--- config.mk ---
export PLATFORM = sky130hd
export DESIGN_NAME = piso_shift_reg
export DESIGN_NICKNAME = d
export VERILOG_FILES = /design/src/rtl/piso_shift_reg.sv
export SDC_FILE = /design/constraint.sdc
export NUM_CORES = 1
export LEC_CHECK = 0
export ABC_AREA = 1
export CAP_MARGIN = 10
export CORE_MARGIN = 2
export CORE_UTILIZATION = 39
export DETAILED_ROUTE_END_ITERATION = 16
export MAX_ROUTING_LAYER = met4
export PLACE_DENSITY = 0.82
export SETUP_SLACK_MARGIN = 0.2
export SYNTH_ARGS = -nofsm -noshare
export SYNTH_HDL_FRONTEND = slang
export SYNTH_SLANG_ARGS = --single-unit
--- constraint.sdc ---
create_clock -name clk -period 1.62 [get_ports clk]
set_clock_uncertainty 0.15 [all_clocks]
set_input_delay 0.486 -clock clk [delete_from_list [all_inputs] [get_ports clk]]
set_output_delay 0.486 -clock clk [all_outputs]
set_load 0.01 [all_outputs]
--- src/rtl/piso_shift_reg.sv ---
// piso_shift_reg: parallel-in / serial-out shift register with valid/ready
// handshakes on both sides. Back-to-back words stream with no idle cycle.
//
// Ports:
//   clk        rising-edge clock for all state
//   areset_n   asynchronous active-low reset
//   abort      synchronous clear, drops the word in progress
//   load_valid parallel word offered
//   load_data  parallel word (WIDTH bits)
//   load_ready block accepts a word this cycle (combinational)
//   ser_ready  downstream accepts the current serial bit
//   ser_valid  ser_bit is valid (combinational from state)
//   ser_bit    current serial bit (combinational from q)
//   ser_last   current bit is the final bit of the word
//   q          shift-register contents
//   bit_cnt    bits remaining in the current word
module piso_shift_reg #(
  parameter int unsigned WIDTH     = 8,
  parameter bit          LSB_FIRST = 1'b1,
  parameter bit          FILL      = 1'b0,
  localparam int unsigned CW       = $clog2(WIDTH + 1)
) (
  input  logic             clk,
  input  logic             areset_n,
  input  logic             abort,
  input  logic             load_valid,
  input  logic [WIDTH-1:0] load_data,
  output logic             load_ready,
  input  logic             ser_ready,
  output logic             ser_valid,
  output logic             ser_bit,
  output logic             ser_last,
  output logic [WIDTH-1:0] q,
  output logic [CW-1:0]    bit_cnt
);

  typedef enum logic {
    IDLE  = 1'b0,
    SHIFT = 1'b1
  } state_t;

  state_t           state;
  state_t           state_nxt;
  logic [WIDTH-1:0] q_nxt;
  logic [WIDTH-1:0] q_shift;
  logic [CW-1:0]    cnt_nxt;
  logic             load_hs;
  logic             ser_hs;

  // State, shift register and bit counter
  always_ff @(posedge clk or negedge areset_n) begin
    if (!areset_n) begin
      state   <= IDLE;
      q       <= '0;
      bit_cnt <= '0;
    end else begin
      state   <= state_nxt;
      q       <= q_nxt;
      bit_cnt <= cnt_nxt;
    end
  end

  // Handshake outputs and next-state logic
  always_comb begin
    state_nxt  = state;
    q_nxt      = q;
    cnt_nxt    = bit_cnt;
    ser_valid  = 1'b0;
    ser_last   = 1'b0;
    ser_bit    = 1'b0;
    load_ready = 1'b0;

    q_shift = LSB_FIRST ? {FILL, q[WIDTH-1:1]} : {q[WIDTH-2:0], FILL};

    if (state == SHIFT) begin
      ser_valid  = 1'b1;
      ser_last   = (bit_cnt == CW'(1));
      ser_bit    = LSB_FIRST ? q[0] : q[WIDTH-1];
      // A new word may only enter as the final bit leaves.
      load_ready = ser_last & ser_ready & ~abort;
    end else begin
      load_ready = ~abort;
    end

    load_hs = load_valid & load_ready;
    ser_hs  = ser_valid & ser_ready;

    // Priority: abort, then load (wins over a final-bit shift), then shift.
    if (abort) begin
      state_nxt = IDLE;
      q_nxt     = '0;
      cnt_nxt   = '0;
    end else if (load_hs) begin
      state_nxt = SHIFT;
      q_nxt     = load_data;
      cnt_nxt   = CW'(WIDTH);
    end else if (ser_hs) begin
      q_nxt   = q_shift;
      cnt_nxt = bit_cnt - CW'(1);
      if (ser_last) begin
        state_nxt = IDLE;
      end
    end
  end

endmodule

Yosys cells after proc, flatten, opt, wreduce, memory -nomap -nowiden:

Cells that the tools add are included.

* bitwise operators: 5
* reduce and logical (&&, ||, !) cells: 3
* add/sub/neg operators: 1
* mux-type cells: 14
* equality and inequality tests: 1

Operators by type and width (count)
* $mux W8: 3
* $mux W4: 3
* $mux W1: 8
* $reduce_bool A3 Y1: 2
* $and A1 B1 Y1: 4
* $eq A4 B1 Y1 const B: 1
* $sub A4 B1 Y4 const B: 1
* $reduce_and A2 Y1: 1
* $not A1 Y1: 1

* output and inout bits: 16
* register bits: 13
* input port bits: 13
* logic and storage cells: 27

Logic depth before layout (Yosys ltp):

* depth in word-level cells: 7
* gate-level depth with buffers: 10
* depth with buffers taken out: 10

Least setup slack after synthesis:

Ideal clock, no wire load.

* path kind: flip-flop to output port
* from: register bit_cnt[1]
* to: output port load_ready
* setup slack: -120 ps
* required time: 984 ps
* cell stages (with the launch flop): 7
* arrival: 1104 ps
* path buffers: 0
* path through: dfrtp_1 inv_1 ha_1 nand3_2 nand2_4 inv_2 nor2_2

* word-level cells in the longest chain between the ends: 4

Ends and longest elaborated chain
* from (decl): RTL line 34 `output logic [CW-1:0] bit_cnt`
* from (signal assigned): RTL line 59 `bit_cnt <= cnt_nxt;`
* $eq A4 B1 Y1: RTL line 77 `ser_last = (bit_cnt == CW'(1));`
* $and A1 B1 Y1 (2 in series): RTL line 80 `load_ready = ser_last & ser_ready & ~abort;`
* $mux W1: RTL line 75 `if (state == SHIFT) begin`
* to (decl): RTL line 28 `output logic load_ready,`

No other way between the ends.

Worst setup path in the final report:

Ends and elaborated chain as after synthesis.

==> results.sh <==
export IMPL_status="complete, but fails checks"
export IMPL_failed_checks="negative setup slack"
export IMPL_layout_setup_ws_ps=-334
export IMPL_fin_crit_sh=1.21
export IMPL_grt_max_degree=14
export IMPL_drc=0
export IMPL_pre_cts_slack_ps=-863
export IMPL_rows=16
export IMPL_drt_wl_total_um=3090
export IMPL_ys_ff_latch=13
export IMPL_core_area_mm2=0.00192
export IMPL_r2r_setup_slack_ps=-250
export IMPL_die_w_um=48.9
export IMPL_rsz0062_at_grt="yes"
export IMPL_worst_slew_pin_slew_ps=424
export IMPL_clock_latency_ps=280
export IMPL_fin_hold_ws_ps=348
export IMPL_antenna_found_initial=0
export IMPL_fill_cells=116
export IMPL_drv_slew=0
export IMPL_path_buf_inv=3
export IMPL_setup_violations=15
export IMPL_yosys_warnings=0
export IMPL_viasPerCell=5.29
export IMPL_irDropWorstVdd_uv=472
export IMPL_cts_root_buffer="clkbuf_4"
export IMPL_drv_cap=0
export IMPL_post_place_cells=171
export IMPL_place_congestion=0.833
export IMPL_max_freq_ghz=0.512
export IMPL_port_buffers=28
export IMPL_clkSinkCount=13
export IMPL_wl_per_cell_um=15.8
export IMPL_h_tree_depth=1
export IMPL_cts_tree="done"
export IMPL_dp_hpwl_um=1670
export IMPL_drtIter0Drc=30
export IMPL_critical_path_required_ps=980
export IMPL_start_kind="flop"
export IMPL_synthCells=100
export IMPL_hold_viol=0
export IMPL_area_growth_pct=91.7
export IMPL_layout_drive_gt1_share=0.548
export IMPL_hold_path_class="input port to asynchronous set/reset pin"
export IMPL_cpPeakStageDelay_ps=390
export IMPL_cts_clk_slew_worst_paths_ps=80
export IMPL_die_area_mm2=0.00239
export IMPL_cts_made_buffers=3
export IMPL_cp_max_fo=2
export IMPL_p_leak_nw=0.792
export IMPL_path_cells="inv_2 > ha_4 > nand3_4 > nand2_4 > inv_4 > nor2_4 > buf_6"
export IMPL_slew_headroom=0.717
export IMPL_end_kind="primary output"
export IMPL_layout_common_cells="31 x buf_4, 30 x nand2_1, 12 x buf_6, 11 x dfrtp_1, 10 x nand2_2"
export IMPL_ant_nets=0
export IMPL_r2r_end="q[2]"
export IMPL_synth_area_um2=786
export IMPL_finalSetupTns_ps=-3040
export IMPL_crit_arrival_ps=1320
export IMPL_worstReg2RegStart="bit_cnt[0]"
export IMPL_diodes=0
export IMPL_clock_path_buffers=2
export IMPL_syn_avg_cell_area_um2=7.86
export IMPL_yosysSeqAreaShare=0.414
export IMPL_start_util=0.409
export IMPL_syn_nets=115
export IMPL_grt_usage=0.271
export IMPL_finish_utilization=0.784
export IMPL_cellPowerDensity_mw_per_mm2=631
export IMPL_final_cells=195
export IMPL_synth_cell_types=24
export IMPL_r2r_cells=11
export IMPL_boundaryPins=29
export IMPL_cpLargestDelayFamily="flip-flops"
export IMPL_drt_pass1_iter_count=4
export IMPL_grt_pass1_wl_um=4760
export IMPL_nNetsFinal=184
export IMPL_slowest_stage="dfrtp_1"
export IMPL_grt_pass1_vias=1025
export IMPL_vias=1032
export IMPL_path_class="flop to primary output"
export IMPL_min_period_ps=1950
export IMPL_dieHeight_um=48.9
export IMPL_overflow=0
export IMPL_final_common_cell="buf_4"
## flip-flops by register name (all words and copies together) (netlist names)
| signal | cells |
|---|---|
| q | 8 |
| bit_cnt | 4 |
| state | 1 |
## cells by family after synthesis
logic type,after synthesis,share of synthesized area
AOI/OAI and AO/OA,6,0.0669
xor gates and xnor gates,1,0.0111
adders and majority gates,2,0.0318
buffers and inverters,10,0.0525
DFF,13,0.414
and+or+nand+nor,68,0.424
## synthesized netlist by cell type (all sizes together)
library cell,count,share of area
nand2,44,0.23
dfrtp,13,0.41
inv,7,0.033
nand3,7,0.067
nand4,7,0.056
nor2,6,0.035
a21oi,4,0.054
buf,2,0.013
ha,2,0.032
o21ai,2,0.013
or2,2,0.016
and3,1,0.0080
clkinv,1,0.0064
nand3b,1,0.0096
xor2,1,0.011
## per-stage QoR
step / cell area, um^2 / total power, mW
floorplan: 816 / 0.493
global placement: 1250 / 0.641
detailed placement: 1250 / 0.653
CTS: 1400 / 0.892
global route: 1510 / 0.990
finish: 1510 / 0.950
## worst max path at each step
stage | slack, ps | from | cells past startpoint | to
after floorplan | -50 | bit_cnt[1] | 6 | load_ready
after global placement | -860 | ser_ready | 6 | load_ready
after detailed placement | -860 | ser_ready | 6 | load_ready
after CTS | -300 | bit_cnt[1] | 7 | load_ready
after global routing | -400 | bit_cnt[1] | 7 | load_ready
final | -330 | bit_cnt[1] | 7 | load_ready
## worst register-to-register path, delay by kind of cell, from the launching register on
family / cells / cell delay (ps)
buffers and inverters: 4 / 480
and+or+nand+nor: 5 / 370
AOI/OAI and AO/OA: 1 / 210
DFF: 1 / 430
adders and majority gates: 1 / 170
## area by class of cell
| type | count | area [um^2] | share of cell area |
|---|---|---|---|
| repair buffers | 65 | 544 | 0.361 |
| multi-input cells | 78 | 532 | 0.353 |
| flip-flops and latches | 13 | 328 | 0.218 |
| inverters | 8 | 42.5 | 0.0282 |
| well taps | 27 | 33.8 | 0.0224 |
| clock buffers | 4 | 26.3 | 0.0174 |
## where the power goes
part,internal (mW),switching (mW)
registers,0.347,0.0163
logic,0.187,0.190
clock network,0.0958,0.114
total,0.630,0.320
## per-layer routing
| metal | global-route usage | vias to the layer above | share of wire |
|---|---|---|---|
| met1 | 0.298 | 495 | 0.37 |
| met4 | 0.233 | 0 | 0.040 |
| li1 | - | 463 | - |
| met3 | 0.0429 | 13 | 0.068 |
| met5 | - | - | 0 |
| met2 | 0.427 | 61 | 0.52 |
## what timing repair did
action / 4_1_cts / 5_1_grt
buffers inserted: 12 / 7
setup endpoints to repair: 28 / 28
cloned: 1 / 0
pin swaps: 10 / 10
resized for setup: 92 / 14
hold buffers: 0 / 0
Power figures use the tool's default switching activity.
